**config.mk**
```make
export PLATFORM = sky130hd
export DESIGN_NAME = qerv_immdec_w
export DESIGN_NICKNAME = d
export VERILOG_FILES = /design/src/rtl/qerv_immdec_w.sv
export SDC_FILE = /design/constraint.sdc
export NUM_CORES = 1
export LEC_CHECK = 0
export CELL_PAD_IN_SITES_DETAIL_PLACEMENT = 0
export CELL_PAD_IN_SITES_GLOBAL_PLACEMENT = 1
export CORE_MARGIN = 3
export CORE_UTILIZATION = 37
export CTS_CLUSTER_DIAMETER = 150
export DETAILED_ROUTE_END_ITERATION = 7
export GPL_TIMING_DRIVEN = 1
export PLACE_DENSITY = 0.74
export SLEW_MARGIN = 20
export SYNTH_ARGS = -nofsm -noshare
export SYNTH_HDL_FRONTEND = slang
export SYNTH_SLANG_ARGS = --single-unit
export TNS_END_PERCENT = 5
```
**constraint.sdc**
```tcl
create_clock -name i_clk -period 2.22 [get_ports i_clk]
set_input_delay 0.555 -clock i_clk [delete_from_list [all_inputs] [get_ports i_clk]]
set_output_delay 0.555 -clock i_clk [all_outputs]
set_load 0.03 [all_outputs]
```
**src/rtl/qerv_immdec_w.sv**
```systemverilog
// qerv_immdec_w -- W-bit-per-beat serial immediate decoder.
//
// Captures instruction bits [31:7] from the instruction bus, latches the
// register addresses, builds the 32-bit immediate for the selected format
// and shifts it out LSB-first, W bits per beat, with sign extension.
// A beat counter marks the last beat. A sticky flag records sequencing
// errors between the core's strobes and the decoder state.
//
// Optional build macro: QERV_IMMDEC_CSR_EN
//   defined   -> serial zero-extended rs1-field shifter drives o_csr_imm
//   undefined -> no CSR shifter, o_csr_imm tied to 0
//
// Parameters:
//   W            bits per beat (1, 2, 4 or 8); N = 32/W beats per immediate
// Ports:
//   i_clk        clock
//   i_rst        asynchronous active-high reset
//   i_wb_en      instruction bus ack, captures i_wb_rdt
//   i_wb_rdt     instruction bits [31:7]
//   i_imm_type   0=I 1=S 2=B 3=U 4=J (5..7 decode as I), sampled in CAPT
//   i_cnt_en     beat strobe
//   i_cnt_done   core's last-beat indication (consistency check only)
//   i_csr_imm_en gate for o_csr_imm
//   o_rd_addr    instr[11:7]
//   o_rs1_addr   instr[19:15]
//   o_rs2_addr   instr[24:20]
//   o_imm        current immediate slice
//   o_csr_imm    current CSR immediate slice
//   o_last       last beat of the immediate
//   o_err        sticky sequence error
module qerv_immdec_w #(
  parameter int W = 4
) (
  input  logic         i_clk,
  input  logic         i_rst,
  input  logic         i_wb_en,
  input  logic [24:0]  i_wb_rdt,
  input  logic [2:0]   i_imm_type,
  input  logic         i_cnt_en,
  input  logic         i_cnt_done,
  input  logic         i_csr_imm_en,
  output logic [4:0]   o_rd_addr,
  output logic [4:0]   o_rs1_addr,
  output logic [4:0]   o_rs2_addr,
  output logic [W-1:0] o_imm,
  output logic [W-1:0] o_csr_imm,
  output logic         o_last,
  output logic         o_err
);

  localparam int N  = 32 / W;
  localparam int CW = (N > 1) ? $clog2(N) : 1;

  generate
    if (!(W == 1 || W == 2 || W == 4 || W == 8)) begin : g_bad_w
      $error("qerv_immdec_w: W must be 1, 2, 4 or 8");
    end
  endgenerate

  typedef enum logic [1:0] {IDLE, CAPT, SHIFT} state_t;

  state_t         state_q, state_d;
  logic [31:7]    raw_q;
  logic [31:0]    shreg_q, shreg_d;
  logic [CW-1:0]  cnt_q, cnt_d;
  logic [4:0]     rd_q, rs1_q, rs2_q;
  logic           err_q;
  logic [31:0]    imm_asm;
  logic           last;
  logic           seq_err;

  assign last = (state_q == SHIFT) && (cnt_q == CW'(N - 1));

  // Immediate assembly from the captured raw bits.
  always_comb begin
    imm_asm = {{20{raw_q[31]}}, raw_q[31:20]};
    case (i_imm_type)
      3'd1: imm_asm = {{20{raw_q[31]}}, raw_q[31:25], raw_q[11:7]};
      3'd2: imm_asm = {{20{raw_q[31]}}, raw_q[7], raw_q[30:25], raw_q[11:8], 1'b0};
      3'd3: imm_asm = {raw_q[31:12], 12'b0};
      3'd4: imm_asm = {{12{raw_q[31]}}, raw_q[19:12], raw_q[20], raw_q[30:21], 1'b0};
      default: imm_asm = {{20{raw_q[31]}}, raw_q[31:20]};
    endcase
  end

  // A beat strobe outside SHIFT, a done flag off the last beat, or a last
  // beat without done all mean the core and decoder disagree.
  assign seq_err = (i_cnt_en && (state_q != SHIFT))
                 | (i_cnt_done && !last)
                 | (i_cnt_en && last && !i_cnt_done);

  always_comb begin
    state_d = state_q;
    shreg_d = shreg_q;
    cnt_d   = cnt_q;
    if (i_wb_en) begin
      // Capture wins over any beat: a restart discards the old immediate.
      state_d = CAPT;
      cnt_d   = '0;
    end else begin
      case (state_q)
        CAPT: begin
          state_d = SHIFT;
          shreg_d = imm_asm;
        end
        SHIFT: begin
          if (i_cnt_en) begin
            shreg_d = {{W{shreg_q[31]}}, shreg_q[31:W]};
            if (last) begin
              state_d = IDLE;
              cnt_d   = '0;
            end else begin
              cnt_d = cnt_q + CW'(1);
            end
          end
        end
        default: ;
      endcase
    end
  end

  always_ff @(posedge i_clk or posedge i_rst) begin
    if (i_rst) begin
      state_q <= IDLE;
      raw_q   <= '0;
      shreg_q <= '0;
      cnt_q   <= '0;
      rd_q    <= '0;
      rs1_q   <= '0;
      rs2_q   <= '0;
      err_q   <= 1'b0;
    end else begin
      state_q <= state_d;
      shreg_q <= shreg_d;
      cnt_q   <= cnt_d;
      err_q   <= err_q | seq_err;
      if (i_wb_en) begin
        raw_q <= i_wb_rdt;
        rd_q  <= i_wb_rdt[4:0];
        rs1_q <= i_wb_rdt[12:8];
        rs2_q <= i_wb_rdt[17:13];
      end
    end
  end

`ifdef QERV_IMMDEC_CSR_EN
  logic [31:0] csr_q, csr_d;

  always_comb begin
    csr_d = csr_q;
    if (!i_wb_en) begin
      if (state_q == CAPT) begin
        csr_d = {27'b0, raw_q[19:15]};
      end else if (state_q == SHIFT && i_cnt_en) begin
        csr_d = {{W{1'b0}}, csr_q[31:W]};
      end
    end
  end

  always_ff @(posedge i_clk or posedge i_rst) begin
    if (i_rst) begin
      csr_q <= '0;
    end else begin
      csr_q <= csr_d;
    end
  end

  assign o_csr_imm = (state_q == SHIFT && i_csr_imm_en) ? csr_q[W-1:0] : '0;
`else
  logic unused_csr_en;
  assign unused_csr_en = i_csr_imm_en;
  assign o_csr_imm     = '0;
`endif

  assign o_imm      = (state_q == SHIFT) ? shreg_q[W-1:0] : '0;
  assign o_last     = last;
  assign o_err      = err_q;
  assign o_rd_addr  = rd_q;
  assign o_rs1_addr = rs1_q;
  assign o_rs2_addr = rs2_q;

endmodule

```
==> qor.csv, run 1 <==
stage,metric,value,unit
clocking,H-Tree Depth,3,
global_routing,vias in the first global route,2498,
routing,Post-Route WL,7.138,mm
clocking,total clock sinks,63,
finish,register area,0.001577,mm^2
synth,synth unique cells,43,
hold_path,hold path start,shreg_q[3],
sta,RSZ-0062 raised after global routing,no,
synth,Yosys reg bits,63,
synth,Adder-Cell Fraction of Synth Area,1.993,%
worst_setup_path,"reg-to-reg slack, setup",440,ps
routing,DR pass1 iterations,4,
clocking,"Reg clk slew, reported paths",70,ps
clocking,worst skew pair latency,340,ps
global_routing,initial antenna violation count,0,
finish,Area Growth Syn to Fin,27.10,%
placement,DP Wirelength,5.080,mm
clocking,CTS buffer count,9,
placement,port bufs,53,
placement,placed cell areas,0.003801,mm^2
worst_setup_path,Critical R2R Capture,shreg_q[0],
global_routing,pin count of the biggest net entering global routing,64,
global_routing,GRT Residual Overflow,0,
synth,Post-Syn Area,0.003139,mm^2
sta,Max Clk Rate,480.3,MHz
synth,"count leader, synth",dfrtp_1,
floorplan,core area,0.007968,mm^2
worst_setup_path,Crit path required time,1660,ps
synth,synth top area cells,"dfrtp_1, mux2_2, buf_4",
synth,largest family of logic cells by synthesized area,compound AO/OA/AOI/OAI gates,
synth,synthesized instance count,290,
finish,# diodes,0,
synth,mux cell area share after synthesis,8.609,%
sta,"Min Clock Period, post-route",2082,ps
clocking,root buf cell,clkbuf_8,
synth,Synth Area in XOR/XNOR,0.8370,%
floorplan,die area,0.009626,mm^2
finish,Final nets,388,
sta,setup tns final,0,ps
finish,Final Cell Area,0.003990,mm^2
synth,Synth top area share,50.22,%
synth,leading register cell type out of synthesis,dfrtp_1,
routing,Routed wire per std cell,15.65,um
global_routing,first-pass GRT wire length,12.38,mm
sta,Tcrit/Tclk final,93.79,%
worst_setup_path,critical path startpoint category,register,
sta,max-slew violations,0,
worst_setup_path,Critical Path AT,1530,ps
pwr,Switch Pwr,0.001099,W
sta,Final Hold Viols,0,
floorplan,I/O pin total,59,
pwr,Switching Share,31.33,%
hold_path,hold path depth,2,
worst_setup_path,crit path from,cnt_q[0],
worst_setup_path,worst-path fanout max,4,
synth,synth cell count leaders,"dfrtp_1, nand2_1, a21oi_1, mux2_2, buf_4",
hold_path,worst min-delay path class,register to register,
synth,"EDFF count, synth",0,
finish,Multi-input gate area,0.001321,mm^2
finish,share of layout cells above drive strength 1,24.01,%
synth,async set or reset register ratio after synthesis,100.0,%
floorplan,Die Wd,98.11,um
job,Max Cap Viol,0,
sta,endpoints failing setup,0,
synth,complex-gate fraction of the synthesized area,17.46,%
synth,post-synthesis sequential area ratio,50.22,%
sta,Layout Skew,11.77,ps
floorplan,starting density of the core,39.40,%
routing,drt drc,0,
worst_setup_path,Worst setup endpoint,o_last,
pwr,Combinational Power Share,27.3,%
synth,Post-Synth Simple-Gate Area,12.32,%
routing,DR iter-0 viols,143,
clocking,TritonCTS clock tree,yes,
pwr,Flop pwr share,47.2,%
worst_setup_path,Setup crit end kind,output pin,
pwr,clock network power share,25.5,%
pwr,VDD IR max,319.1,uV
routing,Post-DRT Antenna Nets,0,
floorplan,Site Rows,32,
global_routing,Overall Global Routing Usage,15.99,%
synth,Syn. warnings,0,
pwr,Leakage,1.734,nW
floorplan,die height,98.11,um
routing,vias,2314,
synth,syn avg cell area,10.83,um^2
finish,fill cell count,715,
clocking,Max Root-Sink Buffers,2,
placement,gpl congestion,0.8397,
outcome,status,completed,
worst_setup_path,RR Startpoint,state_q[0],
synth,"area leader, netlist",dfrtp_1,
pwr,Int Power,0.002408,W
worst_setup_path,critical path class,register to output pin,
worst_setup_path,Worst R2R Path Depth,7,
pwr,P per Cell Area,878.8,mW/mm^2
routing,DR vias/cell,5.075,
==> state kept, by name (all words and copies together), names as in the netlist <==
signal / cells
cnt_q: 3
shreg_q: 32
raw_q: 25
o_err: 1
state_q: 2
==> what timing repair did <==
item,4_1_cts,5_1_grt
resized for setup,1,1
buffers inserted,0,0
setup endpoints to repair,3,3
hold endpoints to repair,0,0
hold buffers,0,0
==> cell families after synthesis <==
| family | after synthesis |
|---|---|
| adders and majority gates | 5 |
| other | 1 |
| buffers and inverters | 43 |
| AOI/OAI and AO/OA | 78 |
| xor gates and xnor gates | 3 |
| DFF | 63 |
| muxes | 24 |
| and+or+nand+nor | 73 |
==> how the worst min path moves through the flow <==
stage / endpoint / slack, ps
global placement: shreg_q[3] / 450
finish: shreg_q[3] / 470
detailed placement: o_err / 460
floorplan: shreg_q[0] / 440
CTS: shreg_q[3] / 470
global route: shreg_q[11] / 510
==> layout make-up <==
class	count	share of cell area [%]
Timing Repair Buffer	80	19.00
Multi-Input combinational cell	187	33.11
Tap cell	102	3.198
Inverter	8	0.7526
Sequential cell	63	39.51
Clock inverter	3	0.4390
Clock buffer	13	3.982
==> per-stage QoR <==
| step | worst slack [ps] | hold slack, ps | cells | power [W] | utilization (%) |
|---|---|---|---|---|---|
| 2_1_floorplan | 95.25 | 440.9 | 293 | 0.002289 | - |
| 3_3_place_gp | 54.92 | 454.7 | 440 | 0.002602 | 47.71 |
| 3_5_place_dp | 53.09 | 458.1 | 440 | 0.002627 | 47.71 |
| 4_1_cts | 67.14 | 474.5 | 456 | 0.003536 | 49.95 |
| 5_1_grt | 29.54 | 508.0 | 456 | 0.003731 | 50.08 |
| 6_report | 137.8 | 466.9 | 456 | 0.003507 | 50.08 |
==> power groups by stage <==
stage                     sequential [W]  clock (W)  combinational [W]
after detailed placement         0.00167          0           0.000954
after global routing             0.00169   0.000969            0.00107
after CTS                        0.00165   0.000922           0.000959
after global placement           0.00167          0           0.000935
after floorplan                  0.00160          0           0.000691
final                            0.00165   0.000894           0.000958
==> critical path, cell delays in order (launching register included) <==
cell and delay (ps):
dfrtp_1 400, ha_1 210, ha_1 230, and2_1 180, buf_4 170
==> metal layers <==
layer,part of all wire (%),global-route usage [%],up-vias
met4,1.7,6.709,0
met5,0,0,-
met3,5.7,4.000,11
li1,-,-,1130
met1,48,21.56,1106
met2,45,24.55,67
==> cell usage in the layout (no fill, tap or decap), types with 2 or more instances in the layout <==
master,count
a21o_1,2
a21oi_1,24
a221o_1,7
a221oi_1,4
a22o_1,8
a311o_1,5
a311o_2,3
and2_1,5
buf_12,3
buf_4,29
clkbuf_1,2
clkbuf_8,11
clkdlybuf4s50_1,48
clkinv_2,2
conb_1,4
dfrtp_1,63
ha_1,4
inv_1,6
inv_2,2
mux2_2,24
nand2_1,31
nand3_1,3
nand3b_1,2
nor2_1,13
nor3b_1,7
o21ai_0,8
o21ai_1,7
o31ai_1,6
or2_2,2
xnor2_1,2
Note: power is estimated with default switching activity, not from simulation.
==> run 2, diff against run 1 <==
--- a/config.mk
+++ b/config.mk
@@ -8,11 +8,10 @@
 export CELL_PAD_IN_SITES_DETAIL_PLACEMENT = 0
 export CELL_PAD_IN_SITES_GLOBAL_PLACEMENT = 1
 export CORE_MARGIN = 3
-export CORE_UTILIZATION = 37
+export CORE_UTILIZATION = 41
 export CTS_CLUSTER_DIAMETER = 150
 export DETAILED_ROUTE_END_ITERATION = 7
-export GPL_TIMING_DRIVEN = 1
-export PLACE_DENSITY = 0.74
+export PLACE_DENSITY = 0.78
 export SLEW_MARGIN = 20
 export SYNTH_ARGS = -nofsm -noshare
 export SYNTH_HDL_FRONTEND = slang
==> constraint.sdc (replaced) <==
create_clock -name i_clk -period 2.3 [get_ports i_clk]
set_input_delay 0.575 -clock i_clk [delete_from_list [all_inputs] [get_ports i_clk]]
set_output_delay 0.575 -clock i_clk [all_outputs]
set_load 0.03 [all_outputs]
==> qor.csv, run 2 (synthesis results as in run 1) <==
stage,metric,value,unit
worst_setup_path,Critical R2R Capture,shreg_q[11],
worst_setup_path,worst-path fanout max,7,
placement,gpl congestion,0.8519,
worst_setup_path,Worst R2R Path Depth,7,
finish,Biggest register,shreg_q,
pwr,Combinational Power Share,25.4,%
global_routing,initial antenna violation count,0,
sta,endpoints failing setup,0,
clocking,"Reg clk slew, reported paths",70,ps
global_routing,first-pass GRT wire length,11.67,mm
sta,"Min Clock Period, post-route",2112,ps
floorplan,core area,0.007331,mm^2
pwr,total power,0.003587,W
pwr,VDD IR max,396.5,uV
global_routing,Overall Global Routing Usage,17.55,%
pwr,P per Cell Area,896.0,mW/mm^2
routing,DR vias/cell,5.148,
routing,Routed wire per std cell,15.39,um
worst_setup_path,crit-path cells,"inv_1, ha_2, buf_4, and2_1, buf_4",
placement,port bufs,53,
placement,DP Wirelength,4.909,mm
worst_setup_path,WP buf/inv,3,
floorplan,Site Rows,31,
sta,Tcrit/Tclk final,91.81,%
finish,fill cell count,635,
routing,DR iter-0 viols,177,
finish,Largest regs,"shreg_q: 32 flops, raw_q: 25 flops, cnt_q: 3 flops",
worst_setup_path,Crit path required time,1730,ps
sta,Layout Skew,9.665,ps
routing,DR pass1 iterations,4,
finish,Final nets,387,
pwr,Flop pwr share,44.5,%
floorplan,die area,0.008742,mm^2
clocking,total clock sinks,63,
routing,drt drc,0,
clocking,Max Root-Sink Buffers,2,
worst_setup_path,critical path startpoint category,register,
finish,share of layout cells above drive strength 1,23.80,%
global_routing,pin count of the biggest net entering global routing,64,
finish,# diodes,0,
worst_setup_path,CP max-delay cell,dfrtp_1,
global_routing,GRT Residual Overflow,0,
clocking,TritonCTS clock tree,yes,
clocking,H-Tree Depth,3,
worst_setup_path,critical path class,register to output pin,
hold_path,hold path start,shreg_q[3],
clocking,CTS buffer count,9,
pwr,Leakage,1.749,nW
routing,Post-DRT Antenna Nets,0,
floorplan,Die Wd,93.50,um
pwr,Switch Pwr,0.001054,W
routing,Post-Route WL,6.955,mm
worst_setup_path,RR Startpoint,state_q[0],
pwr,Switching Share,29.38,%
finish,"commonest cells after routing, fill and taps aside","dfrtp_1, clkdlybuf4s50_1, nand2_1",
clocking,Post-CTS Setup Bufs,0,
finish,Layout Utilization,54.62,%
floorplan,I/O pin total,59,
sta,Final Hold Viols,0,
global_routing,vias in the first global route,2354,
finish,"commonest non-fill, non-tap cell in the layout",dfrtp_1,
worst_setup_path,Worst path most repeated cell,buf_4,
finish,Largest register FFs,32,
hold_path,worst min-delay path class,register to register,
outcome,status,completed,
sta,RSZ-0062 raised after global routing,no,
worst_setup_path,Critical Path AT,1540,ps
clocking,worst skew pair latency,350,ps
floorplan,die height,93.50,um
hold_path,Hold EP,shreg_q[3],
worst_setup_path,Slowest Stage Delay on Critical Path,400,ps
worst_setup_path,"reg-to-reg slack, setup",490,ps
pwr,clock network power share,30.1,%
routing,vias,2327,
sta,max-slew violations,0,
hold_path,hold path depth,2,
finish,Area Growth Syn to Fin,27.54,%
job,Max Cap Viol,0,
sta,Max Clk Rate,473.5,MHz
pwr,Int Power,0.002534,W
floorplan,starting density of the core,42.82,%
worst_setup_path,Setup crit end kind,output pin,
worst_setup_path,Crit path max-delay family,buffers and inverters,
clocking,root buf cell,clkbuf_8,
==> run 2: cell type report <==
type / instances / area (um^2) / area share, %
multi-input combinational: 187 / 1311 / 32.75
timing repair buffer: 79 / 738.2 / 18.44
inverter: 8 / 30.03 / 0.7500
clock inverter: 3 / 65.06 / 1.625
tap: 99 / 123.9 / 3.094
sequential: 63 / 1577 / 39.37
clock buffer: 13 / 158.9 / 3.969
==> run 2: stage by stage <==
stage,hold slack [ps],TNS (ps),instance area (um^2),cells,worst slack [ps]
floorplan,440.9,0,3151,293,155.3
global placement,453.3,0,3777,436,17.32
detailed placement,458.2,-42.95,3777,436,-29.34
CTS,472.8,0,4001,452,95.53
global route,496.9,0,4004,452,65.10
finish,466.9,0,4004,452,188.3
==> run 2: worst max path at each step <==
stage / startpoint / to / cells after the start
6_report: state_q[0] / o_imm[0] / 5
5_1_grt: state_q[0] / o_imm[2] / 5
4_1_cts: state_q[0] / o_imm[3] / 5
3_5_place_dp: i_imm_type[1] / shreg_q[11] / 6
3_3_place_gp: i_imm_type[1] / shreg_q[18] / 6
2_1_floorplan: i_rst / cnt_q[0] / 1
==> run 2: power by group through the flow <==
| stage | Clock, W | Combinational (W) | Sequential, W |
|---|---|---|---|
| 2_1_floorplan | 0 | 0.000667 | 0.00154 |
| 3_3_place_gp | 0 | 0.000888 | 0.00160 |
| 3_5_place_dp | 0 | 0.000912 | 0.00161 |
| 4_1_cts | 0.00110 | 0.000919 | 0.00159 |
| 5_1_grt | 0.00115 | 0.00101 | 0.00163 |
| 6_report | 0.00108 | 0.000911 | 0.00160 |
==> run 2: layer usage <==
| layer | global-route usage (%) | part of all wire (%) | vias to the layer above | wire length, um |
|---|---|---|---|---|
| met5 | 0 | 0 | - | 0 |
| met4 | 7.570 | 2.1 | 0 | 144 |
| met3 | 4.344 | 5.2 | 14 | 360 |
| met2 | 26.80 | 46 | 61 | 3234 |
| met1 | 23.64 | 46 | 1116 | 3215 |
| li1 | - | - | 1136 | - |
==> run 2: worst min-delay path, cell delays in order (launching register included) <==
cell	delay, ps
dfrtp_1	330
nand2_1	50
o31ai_1	50
==> run 2: repair_timing <==
action / in CTS / in global routing
hold buffers: 0 / 0
hold endpoints to repair: 0 / 0
gates resized for setup: 0 / 1
setup endpoints to repair: 0 / 4
==> run 3, diff against run 2 <==
--- a/config.mk
+++ b/config.mk
@@ -10,7 +10,9 @@
 export CORE_MARGIN = 3
 export CORE_UTILIZATION = 41
 export CTS_CLUSTER_DIAMETER = 150
+export CTS_CLUSTER_SIZE = 24
 export DETAILED_ROUTE_END_ITERATION = 7
+export GPL_TIMING_DRIVEN = 0
 export PLACE_DENSITY = 0.78
 export SLEW_MARGIN = 20
 export SYNTH_ARGS = -nofsm -noshare
==> qor.csv, run 3 (synthesis results as in run 1) <==
stage,metric,value,unit
sta,max-slew violations,0,
global_routing,first-pass GRT wire length,12.62,mm
worst_setup_path,Critical Path AT,1580,ps
pwr,Combinational Power Share,26.6,%
placement,Cells after DPL,445,
floorplan,starting density of the core,42.82,%
floorplan,I/O pin total,59,
worst_setup_path,critical path class,register to output pin,
clocking,total clock sinks,63,
clocking,worst skew pair latency,340,ps
clocking,"Reg clk slew, reported paths",70,ps
outcome,status,completed,
sta,Least-Margin Pin Slew,617.4,ps
finish,final cell count without fillers,460,
clocking,TritonCTS clock tree,yes,
worst_setup_path,Setup crit end kind,output pin,
sta,Slew HR,57.78,%
floorplan,Die Wd,93.50,um
worst_setup_path,Crit path required time,1730,ps
finish,Largest regs,"shreg_q: 32 flops, raw_q: 25 flops, cnt_q: 3 flops",
routing,Post-DRT Antenna Nets,0,
pwr,P per Cell Area,861.7,mW/mm^2
pwr,Int Power,0.002390,W
finish,Area Growth Syn to Fin,27.98,%
placement,DP Wirelength,5.359,mm
sta,Final Hold Viols,0,
sta,"Min Clock Period, post-route",2154,ps
sta,Layout Skew,9.235,ps
pwr,clock network power share,27.4,%
finish,Biggest register,shreg_q,
finish,fill cell count,659,
sta,Tcrit/Tclk final,93.67,%
worst_setup_path,critical path startpoint category,register,
routing,DR pass1 iterations,4,
placement,port bufs,52,
pwr,VDD IR max,408.8,uV
routing,drt drc,0,
global_routing,initial antenna violation count,0,
routing,Post-Route WL,7.442,mm
floorplan,die height,93.50,um
finish,"commonest cells after routing, fill and taps aside","dfrtp_1, clkdlybuf4s50_1, nand2_1",
pwr,Switching Share,30.95,%
clocking,CTS buffer count,9,
global_routing,pin count of the biggest net entering global routing,54,
sta,RSZ-0062 raised after global routing,no,
floorplan,die area,0.008742,mm^2
job,Max Cap Viol,0,
finish,share of layout cells above drive strength 1,25.21,%
routing,DR iter-0 viols,131,
pwr,Switch Pwr,0.001072,W
finish,Final nets,395,
routing,DR vias/cell,5.176,
pwr,Flop pwr share,46.1,%
global_routing,Overall Global Routing Usage,19.06,%
sta,Max Clk Rate,464.2,MHz
clocking,root buf cell,clkbuf_8,
sta,endpoints failing setup,0,
global_routing,GRT Residual Overflow,0,
routing,vias,2381,
global_routing,vias in the first global route,2547,
finish,"commonest non-fill, non-tap cell in the layout",dfrtp_1,
floorplan,Site Rows,31,
pwr,total power,0.003462,W
hold_path,hold path start,shreg_q[1],
routing,Routed wire per std cell,16.18,um
worst_setup_path,worst-path fanout max,15,
clocking,H-Tree Depth,3,
placement,gpl congestion,0.8674,
clocking,Max Root-Sink Buffers,2,
finish,# diodes,0,
worst_setup_path,crit path from,state_q[0],
pwr,Leakage,1.765,nW
finish,Largest register FFs,32,
floorplan,core area,0.007331,mm^2
worst_setup_path,RR Startpoint,state_q[0],
hold_path,worst min-delay path class,register to register,
[run 3: what timing repair did]
action                                  CTS  global route
hold buffers                              0             0
cloned                                    0             0
setup buffers                             0             0
gates resized for setup                  35             1
pin swaps                                 0             0
endpoints found under the setup margin    5             4
[run 3: area by class of cell]
type | instances | area, um^2 | share of cell area (%)
Clock buffer | 12 | 145.1 | 3.613
Timing Repair Buffer | 53 | 533.0 | 13.27
Multi-Input combinational cell | 187 | 1321 | 32.89
Tap cell | 99 | 123.9 | 3.083
Inverter | 8 | 32.53 | 0.8097
Clock inverter | 4 | 45.04 | 1.121
Buffer | 34 | 240.2 | 5.979
Sequential cell | 63 | 1577 | 39.24
[run 3: through the flow]
step | util (%) | area, um^2 | TNS (ps) | hold WS [ps] | setup slack [ps]
3_5_place_dp | 52.18 | 3825 | -2500 | 459.3 | -567.3
3_3_place_gp | 51.77 | 3795 | -68490 | 452.7 | -1051
2_1_floorplan | - | 3151 | 0 | 440.9 | 155.3
5_1_grt | 54.80 | 4018 | 0 | 482.2 | 36.20
4_1_cts | 54.91 | 4025 | 0 | 475.0 | 2.204
6_report | 54.80 | 4018 | 0 | 468.3 | 145.6
[run 3: path summary, 6_finish.rpt]
check / endpoint / slack (ps) / cells past startpoint
worst max-delay path: o_imm[0] / 150 / 5
worst min-delay path: shreg_q[1] / 470 / 2
worst max register to register: shreg_q[29] / 420 / 8
worst min register to register: shreg_q[1] / 470 / 2
max in group asynchronous: shreg_q[3] / 1300 / 3
min in group asynchronous: raw_q[17] / 490 / 2
[run 3: power groups by stage]
stage,Sequential [W],Clock [W],Combinational (W)
global placement,0.00161,0,0.000892
global route,0.00163,0.00102,0.00103
CTS,0.00160,0.000969,0.000930
detailed placement,0.00161,0,0.000914
floorplan,0.00154,0,0.000667
finish,0.00160,0.000947,0.000920
[run 3: metal layers]
metal  up-vias  part of all wire, %  track usage, %
met2        70                   46           29.72
met1      1153                   47           25.55
met4         0                  1.5           7.814
met3         9                  4.7           4.344
met5         -                    0               0
li1       1149                    -               -
[run 3: critical path, cell delays in order (launching register included)]
cell and delay [ps]:
dfrtp_1 410, inv_2 90, ha_4 250, clkbuf_8 200, and2_1 120, buf_4 150
